### src/rtl/regfile_pkg.sv
// Shared types and register indices for the ARM-style register file and its performance counters.
package regfile_pkg;

  typedef enum logic [2:0] {
    T_ALU_R = 3'b000,
    T_ALU_I = 3'b001,
    T_LOAD  = 3'b100,
    T_STORE = 3'b101,
    T_NOP   = 3'b111
  } type_e;

  localparam logic [4:0] PC_IDX  = 5'd15;
  localparam logic [4:0] CNT_ALU = 5'd28;
  localparam logic [4:0] CNT_LD  = 5'd29;
  localparam logic [4:0] CNT_ST  = 5'd30;

  localparam logic [1:0] SW_CLEAR = 2'b11;

endpackage

### src/rtl/perf_counters.sv
// Instruction-class counter decode: produces next values and override strobes for R28-R30.
module perf_counters
  import regfile_pkg::*;
#(
  parameter int unsigned WIDTH = 32
) (
  input  logic [2:0]       i_type,
  input  logic [1:0]       i_sw,
  input  logic [WIDTH-1:0] i_cnt_alu,
  input  logic [WIDTH-1:0] i_cnt_ld,
  input  logic [WIDTH-1:0] i_cnt_st,
  output logic [WIDTH-1:0] o_next_alu,
  output logic [WIDTH-1:0] o_next_ld,
  output logic [WIDTH-1:0] o_next_st,
  output logic [2:0]       o_ovr
);

  logic w_clear;
  logic w_inc_alu;
  logic w_inc_ld;
  logic w_inc_st;

  always_comb begin
    w_clear   = (i_sw == SW_CLEAR);
    w_inc_alu = (i_type == T_ALU_R) || (i_type == T_ALU_I);
    w_inc_ld  = (i_type == T_LOAD);
    w_inc_st  = (i_type == T_STORE);

    // Clear beats increment; either one overrides an architectural write.
    o_next_alu = w_clear ? '0 : i_cnt_alu + WIDTH'(1);
    o_next_ld  = w_clear ? '0 : i_cnt_ld + WIDTH'(1);
    o_next_st  = w_clear ? '0 : i_cnt_st + WIDTH'(1);
    o_ovr      = {w_clear | w_inc_st, w_clear | w_inc_ld, w_clear | w_inc_alu};
  end

endmodule

### src/rtl/reg_file.sv
// 32-entry register file: falling-edge write-first, R15 reads PC+8, R28-R30 count instruction classes.
module reg_file
  import regfile_pkg::*;
#(
  parameter int unsigned WIDTH = 32,
  parameter int unsigned NREGS = 32
) (
  input  logic             clk,
  input  logic             reset,
  input  logic             RegWriteW,
  input  logic [4:0]       RA1D,
  input  logic [4:0]       RA2D,
  input  logic [4:0]       WA3W,
  input  logic [WIDTH-1:0] ResultW,
  input  logic [WIDTH-1:0] PCPlus8D,
  output logic [WIDTH-1:0] RD1D,
  output logic [WIDTH-1:0] RD2D,
  output logic [7:0]       LEDs,
  input  logic [2:0]       Switches,
  input  logic [2:0]       Type
);

  logic [WIDTH-1:0] r_rf [NREGS];

  logic [WIDTH-1:0] w_next_alu;
  logic [WIDTH-1:0] w_next_ld;
  logic [WIDTH-1:0] w_next_st;
  logic [2:0]       w_ovr;
  logic [15:0]      w_led_cnt;

  perf_counters #(
    .WIDTH(WIDTH)
  ) u_perf_counters (
    .i_type    (Type),
    .i_sw      (Switches[1:0]),
    .i_cnt_alu (r_rf[CNT_ALU]),
    .i_cnt_ld  (r_rf[CNT_LD]),
    .i_cnt_st  (r_rf[CNT_ST]),
    .o_next_alu(w_next_alu),
    .o_next_ld (w_next_ld),
    .o_next_st (w_next_st),
    .o_ovr     (w_ovr)
  );

  // Falling-edge update lets decode read the writeback value in the same cycle.
  always_ff @(negedge clk or posedge reset) begin
    if (reset) begin
      for (int i = 0; i < NREGS; i++) begin
        r_rf[i] <= '0;
      end
    end else begin
      if (RegWriteW && (WA3W != PC_IDX)) begin
        r_rf[WA3W] <= ResultW;
      end
      // Later assignments win, giving counter updates priority over ResultW.
      if (w_ovr[0]) r_rf[CNT_ALU] <= w_next_alu;
      if (w_ovr[1]) r_rf[CNT_LD]  <= w_next_ld;
      if (w_ovr[2]) r_rf[CNT_ST]  <= w_next_st;
    end
  end

  always_comb begin
    RD1D = (RA1D == PC_IDX) ? PCPlus8D : r_rf[RA1D];
    RD2D = (RA2D == PC_IDX) ? PCPlus8D : r_rf[RA2D];
  end

  always_comb begin
    w_led_cnt = '0;
    case (Switches[1:0])
      2'b00:   w_led_cnt = r_rf[CNT_ALU][15:0];
      2'b01:   w_led_cnt = r_rf[CNT_LD][15:0];
      2'b10:   w_led_cnt = r_rf[CNT_ST][15:0];
      default: w_led_cnt = '0;
    endcase
    LEDs = Switches[2] ? w_led_cnt[15:8] : w_led_cnt[7:0];
  end

endmodule

### config.mk
export PLATFORM = sky130hd
export DESIGN_NAME = reg_file
export DESIGN_NICKNAME = d
export VERILOG_FILES = /design/src/rtl/regfile_pkg.sv /design/src/rtl/perf_counters.sv /design/src/rtl/reg_file.sv
export SDC_FILE = /design/constraint.sdc
export NUM_CORES = 2
export LEC_CHECK = 0
export CORE_MARGIN = 2
export CORE_UTILIZATION = 35
export DETAILED_ROUTE_END_ITERATION = 16
export PLACE_DENSITY = 0.56
export SYNTH_ARGS = -nofsm -noshare
export SYNTH_HDL_FRONTEND = slang
export SYNTH_HIERARCHICAL = 1
export SYNTH_SLANG_ARGS = --single-unit
### constraint.sdc
create_clock -name clk -period 44 [get_ports clk]
set_input_delay 8.8 -clock clk [delete_from_list [all_inputs] [get_ports clk]]
set_output_delay 8.8 -clock clk [all_outputs]
set_load 0.005 [all_outputs]
==> results.yml <==
outcome:
  outcome: "complete, no violations"
logic_synthesis:
  synth_area_mm2: 0.0597
  seq_area_frac_synth_pct: 42.9
  synth.most_common_cell: "dfrtn_1"
  ys_top_cells_by_area: "dfrtn_1, mux2_2, mux4_2"
  synth_adder_area_share_pct: 0.0628
  synth_compound_area_share_pct: 7.69
  ys_async_sr_fraction_pct: 100
  synthSimpleGateAreaFrac_pct: 6.25
  synth_area_per_cell_um2: 12.6
  synth_cells: 4749
  synth_top_family_by_area: "multiplexers"
  synthMuxAreaShare_pct: 37.8
  synth_flop_cell: "dfrtn_1"
  synth-xor-area-share_pct: 0.455
  ys_warn_count: 6
  syn_nets: 4840
  ys_types: 68
  ys_seq_elements: 1024
  ys_top_cells_by_count: "dfrtn_1, mux2_2, mux2i_1, mux4_2, clkbuf_1"
  synth_top_area_share_pct: 42.9
  synth_edf_count: 0
  yosysTopAreaCell: "dfrtn_1"
sta:
  worst_pin_slew_ns: 1.47
  maxSlewViolCount: 0
  rsz0062_at_grt: "false"
  finalHoldViolations: 0
  fin_hold_ws_ns: 0.319
  finalClockSkew_ns: 0.0212
  fin_setup_tns_ns: 0
  setup_viol: 0
  slew_headroom_pct: 2.03
setup_path:
  slowest_delay_ns: 0.86
  cp.arrival_ns: 25.37
  crit_fanout: 11
  path_cells: "mux2i_1 > o22ai_1 > nor3_1 > o311ai_1 > clkdlybuf4s50_1"
  startpoint_type: "register"
  path_class: "register to output port"
  end_kind: "output port"
  required_ns: 35.20
  crit_path_top_delay_cell: "o311ai_1"
finish:
  fin_nets: 4731
  largest_register_ffs: 1024
  seq_area_mm2: 0.0256
  syn_to_final_growth_pct: 11.1
  layout.cells.non_filler: 6952
  fill_cells: 16000
  regMostFlops: "r_rf"
  top_regs: "r_rf x1024"
  multi_input_area_mm2: 0.0314
  post-route-cell-area_mm2: 0.0664
  post-route-util_pct: 39.2
  layout-drive-gt1-share_pct: 33.6
die:
  rows: 151
  ios: 160
  dieHeight_um: 417
  design.die.area_mm2: 0.174
  initial_core_util_pct: 35.2
  core_area_mm2: 0.169
  dieWidth_um: 417
cts:
  cts_resized: 0
  clk_pin_slew_ns: 0.04
  cts_htree_levels: 3
  post_cts_buffers: 0
  clk_path_buf_depth: 3
  cts_sinks: 1024
  root_buffer: "clkbuf_16"
  clock_latency_ns: 0.69
  hold_buffers: 0
  cts_tree: "yes"
  numCtsBuffers: 114
placement:
  hpwlAfterDp_um: 131000
  port_buffers: 159
  gp_congestion: 0.859
  dp_cells: 6742
  placed_cell_area_mm2: 0.0626
route:
  drt_iter0_drc: 4317
  drt-pass1-iter-count: 8
  avgViaCountPerCell: 6.14
  wl_per_cell_um: 31.2
  vias: 42700
  drt_drc_violations_left: 0
  drt-total-wl_um: 217000
  ant_nets: 0
global_route:
  grt_max_degree: 156
  first_global_vias: 42300
  grt_overflow: 0
  grtUsageTotal_pct: 24.6
  grt_pass1_wl_um: 312000
  antenna_found_initial: 3
hold_path:
  min_path_type: "register to register"
power:
  p_leak_nw: 27.8
  vdd_ir_drop_max_mv: 0.0302
  power.density_mw_per_mm2: 43.6
run:
  maxCapViolCount: 0
-- cell type report --
cell class                      count  area share [%]
Timing Repair Buffer              282            3.84
Inverter                           51           0.294
Antenna cell                        4          0.0151
Multi-Input combinational cell   3167            47.4
Sequential cell                  1024            38.6
Tap cell                         2218            4.18
Clock inverter                     30           0.479
Clock buffer                      176            5.18
-- power by group --
group          switching, mW  internal (mW)  total, mW
Clock                  0.409          0.568      0.976
Sequential             0.172           1.14       1.31
Combinational          0.268          0.340      0.609
Total                  0.849           2.04       2.89
-- cells in the final DEF, fill, tap and decap left out, types with 34 or more instances in the layout --
cell	instances
mux2i_1	509
o21ai_1	35
a22oi_1	122
o21ai_0	133
or3_1	56
nor2_1	87
a21oi_1	100
nand3_1	58
nor2b_1	34
nor3b_1	36
mux4_2	321
nand2_1	181
buf_4	123
inv_1	48
nor3_1	38
clkbuf_16	116
clkdlybuf4s50_1	146
mux2_2	891
nand3b_1	37
o22ai_1	93
dfrtn_1	1024
-- per-stage QoR --
step / setup WS (ns) / power, mW
after global routing: 9.76 / 3.02
after CTS: 9.83 / 2.90
final: 9.83 / 2.89
after detailed placement: 9.41 / 1.93
after global placement: 9.49 / 1.91
after floorplan: -0.526 / 1.72
-- final timing paths --
| check | startpoint | endpoint | slack [ns] | cells after the start |
|---|---|---|---|---|
| setup / recovery | r_rf[79] | RD2D[15] | 9.83 | 5 |
| hold / removal | r_rf[541] | r_rf[541] | 0.32 | 0 |
| setup reg to reg | r_rf[33] | r_rf[54] | 41.08 | 7 |
| hold reg to reg | r_rf[541] | r_rf[541] | 0.32 | 0 |
| max in group asynchronous | reset | r_rf[731] | 10.24 | 5 |
| min in group asynchronous | reset | r_rf[134] | 30.64 | 2 |
-- critical path: cells and delay by family (launching register included) --
family / cells / cell delay (ns)
buf+inv: 1 / 0.67
compound gates: 2 / 1.03
mux: 1 / 0.14
simple gates: 1 / 0.12
flops: 1 / 0.71
-- cell families after synthesis --
group,count (synthesis)
AND/OR/NAND/NOR,703
buffers and inverters,558
XOR/XNOR,31
flip-flops,1024
adder cells (fa/ha/maj),3
AO/OA/AOI/OAI,697
multiplexers,1733
-- per-layer routing --
layer	GRT usage [%]	share of wire, %	vias up
li1	-	-	17800
met1	31.5	41	22700
met2	40.4	48	1757
met3	3.99	6.1	454
met4	11.9	5.3	2
met5	0	0.0060	-
Note: power is estimated with default switching activity, not from simulation.
